`src/rtl/sr_flag_pkg.sv`:
```
// Shared constants and helpers for the sr_flag_arbiter slice.
package sr_flag_pkg;

  localparam logic [1:0] OP_QUERY = 2'b00;
  localparam logic [1:0] OP_CLR   = 2'b01;
  localparam logic [1:0] OP_SET   = 2'b10;
  localparam logic [1:0] OP_ILL   = 2'b11;

  // Width of a requester id; never narrower than one bit.
  function automatic int unsigned id_width(input int unsigned n);
    return (n < 2) ? 1 : $clog2(n);
  endfunction

endpackage

```
`src/rtl/sr_flag_arbiter_if.sv`:
```
// Request/response bundle between control agents and sr_flag_arbiter.
interface sr_flag_arbiter_if
  import sr_flag_pkg::*;
#(
  parameter int unsigned NREQ = 4,
  parameter int unsigned IW   = 4,
  parameter int unsigned IDW  = id_width(NREQ)
);

  logic [NREQ-1:0]    req_valid;
  logic [2*NREQ-1:0]  req_op;
  logic [IW*NREQ-1:0] req_idx;
  logic [NREQ-1:0]    req_ready;
  logic               rsp_valid;
  logic [IDW-1:0]     rsp_id;
  logic               rsp_old;
  logic               rsp_err;

  modport master (
    output req_valid, req_op, req_idx,
    input  req_ready, rsp_valid, rsp_id, rsp_old, rsp_err
  );

  modport slave (
    input  req_valid, req_op, req_idx,
    output req_ready, rsp_valid, rsp_id, rsp_old, rsp_err
  );

endinterface

```
`src/rtl/sr_flag_cell.sv`:
```
// Single set/reset flag cell; synchronous reset, clear wins over set.
module sr_flag_cell (
  input  logic clk,
  input  logic reset,
  input  logic en,
  input  logic s,
  input  logic r,
  output logic q
);

  logic q_q, q_d;

  always_comb begin
    q_d = q_q;
    if (en) begin
      if (r)      q_d = 1'b0;
      else if (s) q_d = 1'b1;
    end
  end

  always_ff @(posedge clk) begin
    if (reset) q_q <= 1'b0;
    else       q_q <= q_d;
  end

  assign q = q_q;

endmodule

```
`src/rtl/sr_flag_arbiter.sv`:
```
// Round-robin arbiter granting set/clear/query commands onto a bank of SR flag cells.
// Optional error counter output err_cnt enabled by defining SR_FLAG_ERRCNT_EN.
module sr_flag_arbiter
  import sr_flag_pkg::*;
#(
  parameter int unsigned NREQ  = 4,
  parameter int unsigned NFLAG = 16,
  parameter int unsigned IW    = $clog2(NFLAG)
) (
  input  logic              clk,
  input  logic              reset,
  sr_flag_arbiter_if.slave  bus,
`ifdef SR_FLAG_ERRCNT_EN
  output logic [7:0]        err_cnt,
`endif
  output logic [NFLAG-1:0]  flags
);

  localparam int unsigned IDW = id_width(NREQ);

  logic [IDW-1:0]   ptr_q, ptr_d;
  logic             rsp_valid_q, rsp_valid_d;
  logic [IDW-1:0]   rsp_id_q, rsp_id_d;
  logic             rsp_old_q, rsp_old_d;
  logic             rsp_err_q, rsp_err_d;

  logic             win_any;
  logic [IDW-1:0]   win_id;
  logic [1:0]       win_op;
  logic [IW-1:0]    win_idx;
  logic             grant;
  int unsigned      cand;

  logic [NFLAG-1:0] cell_en, cell_s, cell_r;

  // Scan requesters starting at the pointer; first valid one wins.
  always_comb begin
    win_any = 1'b0;
    win_id  = '0;
    win_op  = OP_QUERY;
    win_idx = '0;
    cand    = 0;
    for (int unsigned i = 0; i < NREQ; i++) begin
      cand = 32'(ptr_q) + i;
      if (cand >= NREQ) cand = cand - NREQ;
      if (!win_any && bus.req_valid[cand]) begin
        win_any = 1'b1;
        win_id  = IDW'(cand);
        win_op  = bus.req_op[2*cand +: 2];
        win_idx = bus.req_idx[IW*cand +: IW];
      end
    end
  end

  assign grant = win_any && !reset;

  always_comb begin
    bus.req_ready = '0;
    if (grant) bus.req_ready[win_id] = 1'b1;
  end

  // Illegal ops never enable a cell, so s=r=1 cannot reach the bank.
  always_comb begin
    cell_en = '0;
    cell_s  = '0;
    cell_r  = '0;
    for (int unsigned j = 0; j < NFLAG; j++) begin
      if (grant && win_op != OP_ILL && 32'(win_idx) == j) begin
        cell_en[j] = 1'b1;
        cell_s[j]  = (win_op == OP_SET);
        cell_r[j]  = (win_op == OP_CLR);
      end
    end
  end

  for (genvar g = 0; g < NFLAG; g++) begin : g_cell
    sr_flag_cell u_cell (
      .clk   (clk),
      .reset (reset),
      .en    (cell_en[g]),
      .s     (cell_s[g]),
      .r     (cell_r[g]),
      .q     (flags[g])
    );
  end

  always_comb begin
    ptr_d       = ptr_q;
    rsp_valid_d = grant;
    rsp_id_d    = rsp_id_q;
    rsp_old_d   = rsp_old_q;
    rsp_err_d   = rsp_err_q;
    if (grant) begin
      ptr_d     = (32'(win_id) == NREQ - 1) ? '0 : win_id + 1'b1;
      rsp_id_d  = win_id;
      rsp_old_d = flags[win_idx];
      rsp_err_d = (win_op == OP_ILL);
    end
  end

  always_ff @(posedge clk) begin
    if (reset) begin
      ptr_q       <= '0;
      rsp_valid_q <= 1'b0;
      rsp_id_q    <= '0;
      rsp_old_q   <= 1'b0;
      rsp_err_q   <= 1'b0;
    end else begin
      ptr_q       <= ptr_d;
      rsp_valid_q <= rsp_valid_d;
      rsp_id_q    <= rsp_id_d;
      rsp_old_q   <= rsp_old_d;
      rsp_err_q   <= rsp_err_d;
    end
  end

  // A reset arriving while a response is pending discards it immediately.
  assign bus.rsp_valid = rsp_valid_q && !reset;
  assign bus.rsp_id    = rsp_id_q;
  assign bus.rsp_old   = rsp_old_q;
  assign bus.rsp_err   = rsp_err_q;

`ifdef SR_FLAG_ERRCNT_EN
  logic [7:0] err_cnt_q, err_cnt_d;

  always_comb begin
    err_cnt_d = err_cnt_q;
    if (grant && win_op == OP_ILL && err_cnt_q != '1) err_cnt_d = err_cnt_q + 8'd1;
  end

  always_ff @(posedge clk) begin
    if (reset) err_cnt_q <= '0;
    else       err_cnt_q <= err_cnt_d;
  end

  assign err_cnt = err_cnt_q;
`endif

endmodule
```
`src/flat_wrapper.sv`:
```
// flat-port wrapper written by rule: the top's interface ports become plain ports
module sr_flag_arbiter_flat import sr_flag_pkg::*;
#(
  parameter int unsigned NREQ  = 4,
  parameter int unsigned NFLAG = 16,
  parameter int unsigned IW    = $clog2(NFLAG)
)
  (clk, reset, flags, bus_req_valid, bus_req_op, bus_req_idx, bus_req_ready, bus_rsp_valid, bus_rsp_id, bus_rsp_old, bus_rsp_err);
  sr_flag_arbiter_if #(.NREQ(NREQ), .IW(IW)) bus_i ();
  input  logic clk;
  input  logic reset;
  output logic [NFLAG-1:0] flags;
  input wire logic [$bits(bus_i.req_valid)-1:0] bus_req_valid;
  input wire logic [$bits(bus_i.req_op)-1:0] bus_req_op;
  input wire logic [$bits(bus_i.req_idx)-1:0] bus_req_idx;
  output wire logic [$bits(bus_i.req_ready)-1:0] bus_req_ready;
  output wire logic [$bits(bus_i.rsp_valid)-1:0] bus_rsp_valid;
  output wire logic [$bits(bus_i.rsp_id)-1:0] bus_rsp_id;
  output wire logic [$bits(bus_i.rsp_old)-1:0] bus_rsp_old;
  output wire logic [$bits(bus_i.rsp_err)-1:0] bus_rsp_err;
  assign bus_i.req_valid = bus_req_valid;
  assign bus_i.req_op = bus_req_op;
  assign bus_i.req_idx = bus_req_idx;
  assign bus_req_ready = bus_i.req_ready;
  assign bus_rsp_valid = bus_i.rsp_valid;
  assign bus_rsp_id = bus_i.rsp_id;
  assign bus_rsp_old = bus_i.rsp_old;
  assign bus_rsp_err = bus_i.rsp_err;
  sr_flag_arbiter #(.NREQ(NREQ), .NFLAG(NFLAG), .IW(IW)) u_core (.clk(clk), .reset(reset), .bus(bus_i), .flags(flags));
endmodule
```
`config.mk`:
```
export PLATFORM = sky130hd
export DESIGN_NAME = sr_flag_arbiter_flat
export DESIGN_NICKNAME = d
export VERILOG_FILES = /design/src/rtl/sr_flag_pkg.sv /design/src/rtl/sr_flag_arbiter_if.sv /design/src/rtl/sr_flag_cell.sv /design/src/rtl/sr_flag_arbiter.sv /design/src/flat_wrapper.sv
export SDC_FILE = /design/constraint.sdc
export NUM_CORES = 1
export LEC_CHECK = 0
export CAP_MARGIN = 20
export CORE_ASPECT_RATIO = 0.5
export CORE_UTILIZATION = 48
export CTS_CLUSTER_SIZE = 40
export DETAILED_ROUTE_END_ITERATION = 16
export PLACE_DENSITY = 0.89
export SLEW_MARGIN = 20
export SYNTH_ARGS = -nofsm -noshare
export SYNTH_HDL_FRONTEND = slang
export SYNTH_SLANG_ARGS = --single-unit
```
`constraint.sdc`:
```
create_clock -name clk -period 4 [get_ports clk]
set_clock_uncertainty 0.05 [all_clocks]
set_input_delay 0.8 -clock clk [delete_from_list [all_inputs] [get_ports clk]]
set_output_delay 0.8 -clock clk [all_outputs]
set_load 0.02 [all_outputs]
```
After elaboration in Yosys (flattened, before gate mapping)
Index checks and enable logic that the tools add are counted.
{ "op_classes": {"add_sub_neg": 8, "multipliers": 0, "div_mod_pow": 0, "order_cmp": 11, "eq_ne": 20, "shift": 8, "mux": 114, "bitwise": 0, "n_reduce_logical": 60} }
{ "op_table": {"columns": ["cell", "count"], "rows": [
  ["16-bit by 33-bit indexed part select with 4-bit output", 4],
  ["8-bit by 33-bit indexed part select with 2-bit output", 4],
  ["32-bit by 3-bit < comparator with 1-bit output, second input constant", 4],
  ["32-bit 2-to-1 mux", 4],
  ["32-bit by 3-bit greater-or-equal comparator with 1-bit output, second input constant", 3],
  ["32-bit by 3-bit subtractor with 32-bit output, second input constant", 3],
  ["1-bit 2-to-1 mux", 90],
  ["4-bit == test, second input constant", 8],
  ["2-bit AND reduction", 16],
  ["2-bit nonzero test", 16],
  ["1-bit logical AND", 23],
  ["4-bit 2-to-1 mux", 5],
  ["2-bit 2-to-1 mux", 9],
  ["4-bit by 3-bit == test with 1-bit output, second input constant", 4],
  ["1-bit binary-select mux with 2-bit select", 4],
  ["4-bit by 2-bit == test with 1-bit output, second input constant", 2],
  ["2-bit by 2-bit adder with 3-bit output, second input constant", 2],
  ["2-bit == test, second input constant", 3],
  ["4-bit by 5-bit < comparator with 1-bit output, second input constant", 1],
  ["1-bit binary-select mux with 4-bit select", 1],
  ["4-bit by 1-bit == test with 1-bit output, second input constant", 1],
  ["1-bit zero test", 4],
  ["4-bit zero test", 1],
  ["2-bit by 3-bit subtractor with 4-bit output, second input constant", 1],
  ["other kinds (8)", 8]
]} }
{ "word_totals": {"regBits": 23, "latchBits": 0, "mem_bits_rw": 0, "rom_bits": 0, "in_bits": 30, "output_inout_bits": 25, "elab_cells": 242, "n_memories": 0} }

Depth between registers and ports, before layout
Gate-level depths: netlist of run 1.
{ "logic_depth": {"word_depth": 20, "mapped_depth": 18, "mapped_depth_nobuf": 13} }

Cells and area by module
Synthesis of run 1 repeated with hierarchy kept, for this count alone.
{ "hier_totals": {"cells_unflattened": 309, "hier_area_um2": 2610.0} }
{ "by_module_without_submodules": {"columns": ["mod", "instances", "cells_each", "area_each_um2", "seq_area_each_um2"], "rows": [
  ["sr_flag_arbiter", 1, 261, 2089.5, 140.1],
  ["sr_flag_cell", 16, 3, 32.5, 20.0]
]} }

Worst setup path before layout of run 1
OpenSTA, ideal clock, no wires.
{ "synth_timing": {"kind": "register to output", "startpoint": "reg u_core.ptr_q[1]", "endpoint": "out bus_req_ready[3]", "arrival_ps": 3521, "t_required_ps": 3150, "setup_slack_ps": -371, "stages_incl_launch_ff": 16, "n_path_buf": 4, "path_cell_list": "dfxtp_1 clkbuf_1 buf_1 inv_1 ha_1 buf_6 mux4_2 or2_1 buf_6 nor3_4 o32ai_1 mux2i_1 o211ai_1 inv_1 ha_1 and2_1"} }
{ "synth_via": {"elab_chain_cells": 19, "elab_cells_between_ends": 44, "classes_between": "add/sub: 7; order compare: 6; mux: 23; reduce/logical: 8"} }
{ "synth_rtl": {"columns": ["element", "line_no", "rtl"], "rows": [
  ["from (decl)", "sr_flag_arbiter.sv:21", "logic [IDW-1:0] ptr_q, ptr_d;"],
  ["from (signal assigned)", "sr_flag_arbiter.sv:109", "ptr_q <= ptr_d;"],
  ["branches (longest 13 deep; another with 32-bit by 3-bit subtractor with 32-bit output)", null, null],
  ["2-bit 2-to-1 mux (*)", "sr_flag_arbiter.sv:46", "if (!win_any && bus.req_valid[cand]) begin"],
  ["named net u_core.win_id[1]", "sr_flag_arbiter.sv:28", "logic [IDW-1:0] win_id;"],
  ["2-bit by 3-bit < comparator with 1-bit output (not written as such) / 2-bit by 1-bit greater-or-equal comparator with 1-bit output (equally long branches)", "sr_flag_arbiter.sv:59", "if (grant) bus.req_ready[win_id] = 1'b1;"],
  ["1-bit logical AND (not written as such)", "sr_flag_arbiter.sv:59", null],
  ["1-bit 2-to-1 mux (not written as such)", "sr_flag_arbiter.sv:59", null],
  ["1-bit demux with 2-bit select (*)", null, null],
  ["4-bit 2-to-1 mux (*)", "sr_flag_arbiter.sv:59", null],
  ["to (decl)", "flat_wrapper.sv:16", "output wire logic [$bits(bus_i.req_ready)-1:0] bus_req_ready;"]
]} }
Mark *: on every way through the listed nets, which the timed path passes. The select of a mux whose other input is x is not followed.

Worst setup path after layout of run 1
{ "layout_timing": {"startpoint": "reg u_core.ptr_q[0]", "endpoint": "out bus_req_ready[1]"} }
{ "layout_via": {"elab_chain_cells": 19, "elab_cells_between_ends": 44, "classes_between": "add/sub: 7; order compare: 6; mux: 23; reduce/logical: 8"} }
{ "layout_rtl": {"columns": ["element", "line_no"], "rows": [
  ["branches (longest 18 deep; another with 32-bit by 3-bit subtractor with 32-bit output)", null],
  ["4-bit 2-to-1 mux (*)", "sr_flag_arbiter.sv:59"]
]} }
Mark *: on every way between the ends. The select of a mux whose other input is x is not followed.

==> results of run 1 <==
kinds of logic (layout without fill, tap and decap cells):
family / after synthesis / count (layout) / share of synthesized area (%)
flip-flops: 23 / 23 / 17.20
multiplexers: 49 / 49 / 28.36
buffers and inverters: 46 / 99 / 10.33
adder cells (fa/ha/maj): 9 / 9 / 4.206
AO/OA/AOI/OAI: 79 / 79 / 20.98
AND/OR/NAND/NOR: 93 / 93 / 18.93
registers in the layout, indices dropped and copies added, names as in the netlist:
name,count
u_core.rsp_valid_q,1
u_core.bus.rsp_id,2
u_core.ptr_q,2
u_core.bus.rsp_old,1
u_core.g_cell.u_cell.q,16
u_core.bus.rsp_err,1
power groups by stage:
stage | logic, mW | clock network, mW | registers (mW)
finish | 2.10 | 0.140 | 0.291
CTS | 2.06 | 0.139 | 0.290
global route | 2.26 | 0.151 | 0.294
global placement | 1.98 | 0 | 0.293
detailed placement | 2.06 | 0 | 0.294
floorplan | 1.55 | 0 | 0.307
placed cells by master (no fill, tap or decap), types with 4 or more instances in the layout:
cell	count
nor2_1	13
nor2b_1	7
o21ai_0	22
buf_2	4
dfxtp_1	22
mux2i_1	23
nand2_1	31
nand3_1	6
a21oi_1	25
mux2_2	5
inv_1	10
clkdlybuf4s50_1	46
and2_1	5
a211oi_1	5
o22ai_1	4
mux4_2	21
buf_4	31
nor3_1	6
ha_1	9
nand2b_1	4
per-layer routing:
layer / share of wire (%) / vias to the layer above
met4: 1.8 / 0
li1: - / 1204
met2: 49 / 139
met1: 42 / 1272
met5: 0 / -
met3: 6.4 / 25
worst max-delay path, cell delays in order (launching register included):
cell and delay (ns):
dfxtp_2 0.34, inv_1 0.05, ha_1 0.32, mux4_2 0.52, or2_4 0.26, nor3_4 0.20, o32ai_1 0.11, mux2i_1 0.16
o211ai_1 0.12, buf_4 0.16, ha_1 0.16, and2_1 0.12, buf_2 0.15
stage by stage:
stage	utilization [%]	setup slack, ns	power (mW)	setup TNS [ns]
floorplan	-	0.01355	1.856	0
global placement	64.01	-0.3935	2.276	-1.510
detailed placement	64.01	-0.5626	2.355	-2.075
CTS	64.52	0.01470	2.491	0
global route	64.89	0.02686	2.700	0
finish	64.89	0.2038	2.534	0
final cells by class:
| cell class | count | area (sq um) |
|---|---|---|
| clock buffer | 4 | 45.04 |
| sequential | 23 | 461.7 |
| tap | 70 | 87.58 |
| inverter | 10 | 37.54 |
| timing repair buffer | 85 | 755.7 |
| multi-input combinational | 230 | 1944 |
| fill | 395 | 1803 |
how the worst min path moves through the flow:
stage | depth (start not counted) | from | endpoint
finish | 2 | u_core.bus.rsp_id[1]$_SDFFE_PP0P_ | u_core.bus.rsp_id[1]$_SDFFE_PP0P_
global route | 2 | u_core.bus.rsp_id[1]$_SDFFE_PP0P_ | u_core.bus.rsp_id[1]$_SDFFE_PP0P_
CTS | 2 | u_core.bus.rsp_id[1]$_SDFFE_PP0P_ | u_core.bus.rsp_id[1]$_SDFFE_PP0P_
detailed placement | 2 | u_core.bus.rsp_id[1]$_SDFFE_PP0P_ | u_core.bus.rsp_id[1]$_SDFFE_PP0P_
global placement | 2 | u_core.bus.rsp_id[1]$_SDFFE_PP0P_ | u_core.bus.rsp_id[1]$_SDFFE_PP0P_
floorplan | 2 | u_core.g_cell[5].u_cell.q$_SDFFE_PP0P_ | u_core.g_cell[5].u_cell.q$_SDFFE_PP0P_
repair_timing:
| item | 4_1_cts | 5_1_grt |
|---|---|---|
| resized for setup | 18 | 5 |
| buffers inserted | 0 | 2 |
| hold buffers | 0 | 0 |
| pin swaps | 0 | 2 |
| setup endpoints to repair | 4 | 4 |
==> impl_metrics.py, run 1 <==
metrics = {
    "floorplan": {
        "die_height_microns": 54.81,
        "num_rows": 18,
        "pin_count": 55,
        "core-area_sq_mm": 0.005135,
        "die_area_sq_mm": 0.005899,
        "initial_core_util_pct": 52.14,
        "die-width_microns": 107.6,
    },
    "synth": {
        "seq_area_frac_synth_pct": 17.20,
        "synth.most_common_cell": "nand2_1",
        "synth_edf_count": 0,
        "synthCells": 299,
        "yosys_register_bits": 23,
        "syn_area_sq_mm": 0.002678,
        "synth_area_leaders": "mux4_2 (18%), dfxtp_1 (17%), mux2i_1 (8.6%)",
        "synthTopCellsByCount": "nand2_1 (31), a21oi_1 (25), dfxtp_1 (23), mux2i_1 (23), o21ai_0 (22)",
        "syn_nets": 338,
        "yosys.area.top_type": "mux4_2",
        "ys.flop_type": "dfxtp_1",
        "synth_cell_types": 52,
        "synthArstFlopShare_pct": 0,
        "avgSynthCellArea_sq_um": 8.955,
        "synth_top_area_share_pct": 17.66,
        "yosysWarningCount": 0,
    },
    "setup_path": {
        "cp-end-kind": "primary output",
        "crit_start": "u_core.ptr_q[0]$_SDFFE_PP0P_",
        "arrival_ns": 2.95,
        "critPathCapture": "bus_req_ready[1]",
        "crit_type": "reg2out",
        "r2r_start": "u_core.ptr_q[0]$_SDFFE_PP0P_",
        "reg2reg_to": "u_core.bus.rsp_old$_SDFFE_PP0P_",
        "worstSetupStartpointType": "flip-flop",
        "crit_fanout": 3,
        "cp_data_required_time_ns": 3.15,
        "rrSetupSlack_ns": 0.49,
        "reg2reg_depth": 12,
    },
    "global_routing": {
        "grt_max_degree": 36,
        "top_usage_layer": "met2",
        "use_met1_pct": 31.03,
        "grt_pass1_wl_microns": 10870,
        "grt_pass1_vias": 2300,
        "grt.overflow.total": 0,
        "use_met3_pct": 2.262,
        "grtUsageTotal_pct": 23.61,
        "use_met2_pct": 42.52,
        "antenna_found_initial": 0,
    },
    "power_and_ir_drop": {
        "netSwitchingFraction_pct": 48.62,
        "p_switching_mw": 1.232,
        "pwr-share-clk_pct": 5.5,
        "combinationalPowerShare_pct": 83.0,
        "power_frac_seq_pct": 11.5,
        "ir_drop_v": 0.0003166,
        "cellPowerDensity_mw_per_mm2": 760.5,
        "leakage_nw": 1.231,
        "internal_power_mw": 1.302,
    },
    "clock_tree": {
        "clock-sinks": 23,
        "cts_buffers": 3,
        "cts_tree": "built",
        "clk_pin_slew_ns": 0.08,
        "cts_root_buffer": "clkbuf_8",
        "worst_skew_pair.late_latency_ns": 0.26,
        "cts_max_level": 1,
        "clk_path_buf_depth": 2,
    },
    "placed_design": {
        "port_buffers": 54,
        "gp_congestion": 0.9173,
        "detailed_place_hpwl_microns": 5279,
        "placed_cells": 416,
        "place_area_sq_mm": 0.003287,
    },
    "sta": {
        "worst_pin_slew_ns": 0.5417,
        "finalCritPeriodShare_pct": 94.91,
        "fmaxAchievable_mhz": 263.4,
        "period_needed_ns": 3.796,
        "relSlewSlack_pct": 63.67,
        "report.final.slew_viol_count": 0,
        "final-setup-viol-count": 0,
        "rsz0062_at_grt": "false",
        "holdWs_ns": 0.4196,
        "timing.final.hold_violations": 0,
    },
    "min_path": {
        "hp-class": "reg2reg",
    },
    "finish": {
        "syn_to_final_growth_pct": 24.44,
        "layout-drive-gt1-share_pct": 24.72,
        "nNetsFinal": 392,
        "final_area_sq_mm": 0.003332,
        "stdcell_count": 422,
        "num_antenna_cells": 0,
    },
    "outcome": {
        "outcome": "finished, final reports clean",
    },
    "detailed_routing": {
        "antenna_left": 0,
        "post-route-drc-count": 0,
        "routed_via_density": 6.256,
        "wl_microns": 7039,
        "wl_per_cell_microns": 16.68,
        "num_vias": 2640,
        "drt-initial-drc-count": 228,
        "dr.pass1.iters": 5,
    },
    "run": {
        "max-cap-violations": 0,
    },
}
Note: power is estimated with default switching activity, not from simulation.
==> run 2, diff against run 1 <==
CORE_UTILIZATION = 50   (was 48)
GPL_TIMING_DRIVEN = 0   (was unset)
PLACE_DENSITY = 0.88   (was 0.89)
clock period = 4.87 ns   (was 4 ns; I/O delays follow)
==> run 2 against run 1 <==
Sequential power is 12% lower. Non-clock buffer count increased by 8. Core utilization increased by 2.7 points. Flip-flop and latch count is the same. Critical path depth is 4 higher. Setup slack worse by 0.091 ns. Total power down 17%.
==> impl_metrics.py, run 2 (synthesized netlist as in run 1, its figures left out) <==
metrics = {
    "floorplan": {
        "initial_core_util_pct": 53.08,
        "pin_count": 55,
        "die_height_microns": 53.75,
        "die-width_microns": 105.5,
        "num_rows": 18,
        "die_area_sq_mm": 0.005670,
        "core-area_sq_mm": 0.005045,
    },
    "power_and_ir_drop": {
        "power_frac_seq_pct": 12.2,
        "internal_power_mw": 1.049,
        "netSwitchingFraction_pct": 50.05,
        "power_mw": 2.100,
        "ir_drop_v": 0.0003227,
        "leakage_nw": 1.247,
        "combinationalPowerShare_pct": 82.1,
        "p_switching_mw": 1.051,
        "pwr-share-clk_pct": 5.8,
        "cellPowerDensity_mw_per_mm2": 615.7,
    },
    "finish": {
        "post-route-util_pct": 67.61,
        "final_cell_mix": "clkdlybuf4s50_1 (48), nand2_1 (31), a21oi_1 (25), mux2i_1 (23)",
        "register_area_sq_um": 465.4,
        "stdcell_count": 430,
        "nNetsFinal": 400,
        "num_antenna_cells": 0,
        "largest_reg_flops": 16,
        "layout-drive-gt1-share_pct": 25.56,
        "mostFrequentLayoutCell": "clkdlybuf4s50_1",
        "fillerInstances": 390,
        "syn_to_final_growth_pct": 27.38,
        "multiInputGateArea_sq_mm": 0.001943,
    },
    "sta": {
        "finalCritPeriodShare_pct": 97.69,
        "period_needed_ns": 4.758,
        "final-setup-viol-count": 0,
        "worst_pin_slew_ns": 0.7078,
        "timing.final.hold_violations": 0,
        "relSlewSlack_pct": 52.45,
        "report.final.slew_viol_count": 0,
        "fmaxAchievable_mhz": 210.2,
        "worst_slack_ns": 0.1124,
    },
    "clock_tree": {
        "cts_buffers": 3,
        "clock-sinks": 23,
        "worst_skew_pair.late_latency_ns": 0.27,
        "cts_tree": "built",
        "cts_max_level": 1,
        "ctsHoldBuffers": 0,
        "clk_pin_slew_ns": 0.08,
        "cts_root_buffer": "clkbuf_8",
        "clk_path_buf_depth": 2,
    },
    "detailed_routing": {
        "wl_per_cell_microns": 17.36,
        "routed_via_density": 6.219,
        "num_vias": 2674,
        "dr.pass1.iters": 5,
        "wl_microns": 7466,
        "antenna_left": 0,
        "drt-initial-drc-count": 232,
        "post-route-drc-count": 0,
    },
    "placed_design": {
        "port_buffers": 53,
        "detailed_place_hpwl_microns": 5577,
        "pre_cts_ws_ns": -0.9306,
        "placed_cells": 422,
        "gp_congestion": 0.9019,
    },
    "setup_path": {
        "crit_top_cell": "buf_6",
        "crit_buf_inv": 7,
        "cp_data_required_time_ns": 3.85,
        "critPathCapture": "bus_req_ready[3]",
        "crit_start": "u_core.ptr_q[1]$_SDFFE_PP0P_",
        "crit_fanout": 10,
        "crit_family": "buffers and inverters",
        "worstSetupStartpointType": "flip-flop",
        "reg2reg_to": "u_core.g_cell[10].u_cell.q$_SDFFE_PP0P_",
        "reg2reg_depth": 14,
        "cp-end-kind": "primary output",
        "rrSetupSlack_ns": 0.85,
        "worstPathCellList": "buf_6 -> buf_8 -> clkinvlp_4 -> ha_1 -> buf_6 -> mux4_2 -> or2_1 -> buf_6 -> nor3_4 -> o32ai_1 -> mux2i_1 -> o211ai_1 -> inv_1 -> ha_1 -> and2_1 -> clkdlybuf4s15_2",
        "arrival_ns": 3.73,
        "r2r_start": "u_core.ptr_q[1]$_SDFFE_PP0P_",
        "cp.depth": 16,
        "critPathMaxStageDelay_ns": 0.52,
        "crit_type": "reg2out",
        "cpMaxStageDelayCell": "mux4_2",
    },
    "global_routing": {
        "grt_pass1_wl_microns": 11690,
        "grt.overflow.total": 0,
        "grt_pass1_vias": 2522,
        "use_met2_pct": 49.45,
        "use_met1_pct": 32.52,
        "grt_max_degree": 14,
        "top_usage_layer": "met2",
        "use_met3_pct": 2.421,
        "antenna_found_initial": 0,
        "grtUsageTotal_pct": 26.23,
    },
    "run": {
        "max-cap-violations": 0,
    },
    "min_path": {
        "hp-class": "reg2reg",
    },
    "outcome": {
        "outcome": "finished, final reports clean",
    },
}
run 2: changes by cell type in the layout (fill, tap and decap cells not counted), sizes merged:
cell	delta
dlymetal6s2s	-2
clkbuf	+4
clkdlybuf4s50	+2
dlygate4sd2	+2
inv	-2
clkinvlp	+2
clkdlybuf4s15	+1
clkinv	+1
run 2: how the worst min path moves through the flow:
stage                                            start                                 endpoint  slack, ns  cells after the start
2_1_floorplan   u_core.g_cell[5].u_cell.q$_SDFFE_PP0P_   u_core.g_cell[5].u_cell.q$_SDFFE_PP0P_       0.41                      2
3_3_place_gp         u_core.bus.rsp_id[1]$_SDFFE_PP0P_        u_core.bus.rsp_id[1]$_SDFFE_PP0P_       0.39                      2
3_5_place_dp         u_core.bus.rsp_id[1]$_SDFFE_PP0P_        u_core.bus.rsp_id[1]$_SDFFE_PP0P_       0.41                      2
4_1_cts              u_core.bus.rsp_id[1]$_SDFFE_PP0P_        u_core.bus.rsp_id[1]$_SDFFE_PP0P_       0.42                      2
5_1_grt        u_core.g_cell[15].u_cell.q$_SDFFE_PP0P_  u_core.g_cell[15].u_cell.q$_SDFFE_PP0P_       0.46                      2
6_report             u_core.bus.rsp_id[1]$_SDFFE_PP0P_        u_core.bus.rsp_id[1]$_SDFFE_PP0P_       0.42                      2
run 2: layout make-up:
class | instances | area share [%]
multi-input cells | 230 | 56.97
inverters | 10 | 1.321
repair buffers | 58 | 16.54
clock buffers | 3 | 1.211
plain buffers | 35 | 7.594
flip-flops and latches | 23 | 13.65
clock inverters | 1 | 0.1467
well taps | 70 | 2.568
run 2: layer usage:
metal	vias up	share of wire, %
met4	0	1.8
li1	1222	-
met1	1290	40
met3	17	8.0
met2	145	50
met5	-	0
run 2: repair_timing:
item,4_1_cts,5_1_grt
gates resized for setup,15,11
endpoints found under the setup margin,4,4
buffers inserted,3,2
run 2: power by group through the flow:
stage                     logic (mW)  clock network (mW)  registers [mW]
after floorplan                 1.27                   0           0.252
after global placement          1.58                   0           0.245
after detailed placement        1.64                   0           0.248
after CTS                       1.66               0.123           0.252
after global routing            1.84               0.128           0.261
final                           1.72               0.121           0.255
run 2: worst reg2reg max path, stage by stage (launching register included):
cell and delay, ns:
dfxtp_2 0.38, buf_6 0.16, buf_8 0.16, clkinvlp_4 0.11
ha_1 0.29, buf_6 0.13, clkbuf_4 0.25, mux4_2 0.52
nand3_1 0.09, o21ai_0 0.07, a211oi_1 0.58, nand2_1 0.27
nor3_1 0.61, nand2_1 0.12, a21oi_1 0.16
run 2: through the flow:
step                      cell area (sq um)  setup TNS (ns)  hold slack [ns]
after floorplan                        2678               0           0.4094
after global placement                 3296          -2.791           0.3945
after detailed placement               3296          -3.476           0.4132
after CTS                              3376               0           0.4213
after global routing                   3411         -0.1280           0.4628
final                                  3411               0           0.4216
==> run 3, diff against run 2 <==
PLACE_DENSITY = 0.78   (was 0.88)
==> run 3 against run 2 <==
Combinational power is essentially flat. Cell count rose by 0.47%. Largest power group unchanged. Clock-buffer cell count grew 1. Global-route usage is 0.47 points lower. Setup slack gained 0.049 ns. Via count down 4.1%. Total power fell by 0.85%. Critical path depth grew 1. Wire length decreased by 5.9%. Register-to-register slack improved by 0.08 ns. Clock power is essentially flat. Core utilization up 0.20 points.
==> impl_metrics.py, run 3 (synthesized netlist as in run 1, its figures left out) <==
metrics = {
    "detailed_routing": {
        "wl_met1_microns": 3132,
        "antenna_left": 0,
        "wl_met3_microns": 495,
        "wl_per_cell_microns": 16.26,
        "post-route-drc-count": 0,
        "highest_layer": "met4",
        "wl_microns": 7024,
        "wl_met2_microns": 3325,
        "num_vias": 2565,
        "dr.pass1.iters": 4,
        "routed_via_density": 5.938,
        "drt-initial-drc-count": 194,
    },
    "finish": {
        "fillerInstances": 410,
        "largest_reg_flops": 16,
        "layout-drive-gt1-share_pct": 25.69,
        "multiInputGateArea_sq_mm": 0.001941,
        "register_area_sq_um": 467.9,
        "mostFrequentLayoutCell": "clkdlybuf4s50_1",
        "num_antenna_cells": 0,
        "final_cell_mix": "clkdlybuf4s50_1 (48), nand2_1 (31), a21oi_1 (25), mux2i_1 (23), buf_4 (23)",
        "final_area_sq_mm": 0.003421,
        "nNetsFinal": 402,
        "syn_to_final_growth_pct": 27.76,
    },
    "setup_path": {
        "reg2reg_depth": 14,
        "cp_data_required_time_ns": 3.85,
        "crit_type": "reg2out",
        "arrival_ns": 3.68,
        "rrSetupSlack_ns": 0.93,
        "r2r_start": "u_core.ptr_q[1]$_SDFFE_PP0P_",
        "cp-end-kind": "primary output",
        "crit_start": "u_core.ptr_q[1]$_SDFFE_PP0P_",
        "worstSetupStartpointType": "flip-flop",
        "crit_fanout": 10,
        "reg2reg_to": "u_core.g_cell[2].u_cell.q$_SDFFE_PP0P_",
    },
    "floorplan": {
        "die_area_sq_mm": 0.005670,
        "num_rows": 18,
        "pin_count": 55,
        "core-area_sq_mm": 0.005045,
        "die_height_microns": 53.75,
        "die-width_microns": 105.5,
        "initial_core_util_pct": 53.08,
    },
    "clock_tree": {
        "cts_max_level": 1,
        "cts_root_buffer": "clkbuf_8",
        "cts_tree": "built",
        "clock-sinks": 23,
        "cts_buffers": 3,
        "clk_path_buf_depth": 2,
        "worst_skew_pair.late_latency_ns": 0.26,
        "clk_pin_slew_ns": 0.08,
    },
    "sta": {
        "finalCritPeriodShare_pct": 96.68,
        "report.final.slew_viol_count": 0,
        "rsz0062_at_grt": "false",
        "timing.final.hold_violations": 0,
        "relSlewSlack_pct": 58.21,
        "worst_pin_slew_ns": 0.6220,
        "setup_tns_ns": 0,
        "final-setup-viol-count": 0,
        "fmaxAchievable_mhz": 212.4,
        "period_needed_ns": 4.708,
    },
    "global_routing": {
        "grt_pass1_wl_microns": 11400,
        "grt_pass1_vias": 2383,
        "grt.overflow.total": 0,
        "antenna_found_initial": 0,
        "grtUsageTotal_pct": 25.76,
        "grt_max_degree": 13,
    },
    "power_and_ir_drop": {
        "pwr-share-clk_pct": 5.7,
        "combinationalPowerShare_pct": 82.4,
        "internal_power_mw": 1.061,
        "leakage_nw": 1.250,
        "power_frac_seq_pct": 12.0,
        "ir_drop_v": 0.0003749,
        "p_switching_mw": 1.021,
        "cellPowerDensity_mw_per_mm2": 608.6,
        "netSwitchingFraction_pct": 49.05,
    },
    "min_path": {
        "whs_endpoint": "u_core.bus.rsp_id[1]$_SDFFE_PP0P_",
        "worstHoldStart": "u_core.bus.rsp_id[1]$_SDFFE_PP0P_",
        "hp-class": "reg2reg",
        "min_path_cells": 2,
    },
    "outcome": {
        "outcome": "finished, final reports clean",
    },
    "placed_design": {
        "place_area_sq_mm": 0.003296,
        "detailed_place_hpwl_microns": 5223,
        "port_buffers": 53,
        "gp_congestion": 0.8930,
    },
    "run": {
        "max-cap-violations": 0,
    },
}
-- run 3: repair_timing --
item                       in CTS  in global routing
gates resized for setup        21                 10
hold buffers                    0                  0
setup buffers                   5                  1
setup endpoints to repair       4                  4
-- run 3: worst max-delay path by stage --
stage,end,slack (ns),cells past startpoint
final,bus_req_ready[3],0.16,17
after global routing,bus_req_ready[3],0.01,17
after CTS,bus_req_ready[3],0.02,17
after detailed placement,bus_req_ready[3],-0.88,16
after global placement,bus_req_ready[3],-0.77,16
after floorplan,bus_req_ready[3],0.33,15
-- run 3: final cells by class --
class,instances,share of cell area [%]
Multi-Input combinational cell,230,56.73
Timing Repair Buffer,59,16.31
Sequential cell,23,13.68
Buffer,36,8.083
Tap cell,70,2.560
Clock buffer,4,1.317
Inverter,10,1.317
-- run 3: through the flow --
step                util (%)  power [mW]  instances  hold slack (ns)  setup slack, ns
floorplan                  -       1.521        299           0.4094           0.3254
global placement       65.33       1.836        422           0.3960          -0.7675
detailed placement     65.33       1.876        422           0.4059          -0.8834
CTS                    67.56       2.041        431           0.4171          0.01947
global route           67.81       2.239        432           0.4518          0.01083
finish                 67.81       2.082        432           0.4224           0.1616
-- run 3: routing by layer --
| metal | global-route usage, % | vias up |
|---|---|---|
| li1 | - | 1232 |
| met1 | 33.93 | 1210 |
| met2 | 46.38 | 113 |
| met3 | 1.816 | 10 |
| met4 | 9.259 | 0 |
| met5 | 0 | - |
-- run 3: worst max-delay path, stage by stage, from the launching register on --
cell and delay, ns:
dfxtp_4 0.38, clkbuf_8 0.17, buf_12 0.14, clkinvlp_4 0.10, ha_1 0.29, buf_6 0.14
mux4_2 0.54, or2_1 0.24, buf_6 0.15, nor3_4 0.15, o32ai_1 0.10, mux2i_1 0.15
o211ai_1 0.17, buf_4 0.18, inv_1 0.07, ha_1 0.16, and2_1 0.11, buf_2 0.15
-- run 3: power by group through the flow --
stage / clock (mW) / sequential [mW] / combinational (mW)
3_5_place_dp: 0 / 0.246 / 1.63
4_1_cts: 0.118 / 0.245 / 1.68
6_report: 0.118 / 0.249 / 1.71
3_3_place_gp: 0 / 0.245 / 1.59
2_1_floorplan: 0 / 0.252 / 1.27
5_1_grt: 0.128 / 0.253 / 1.86
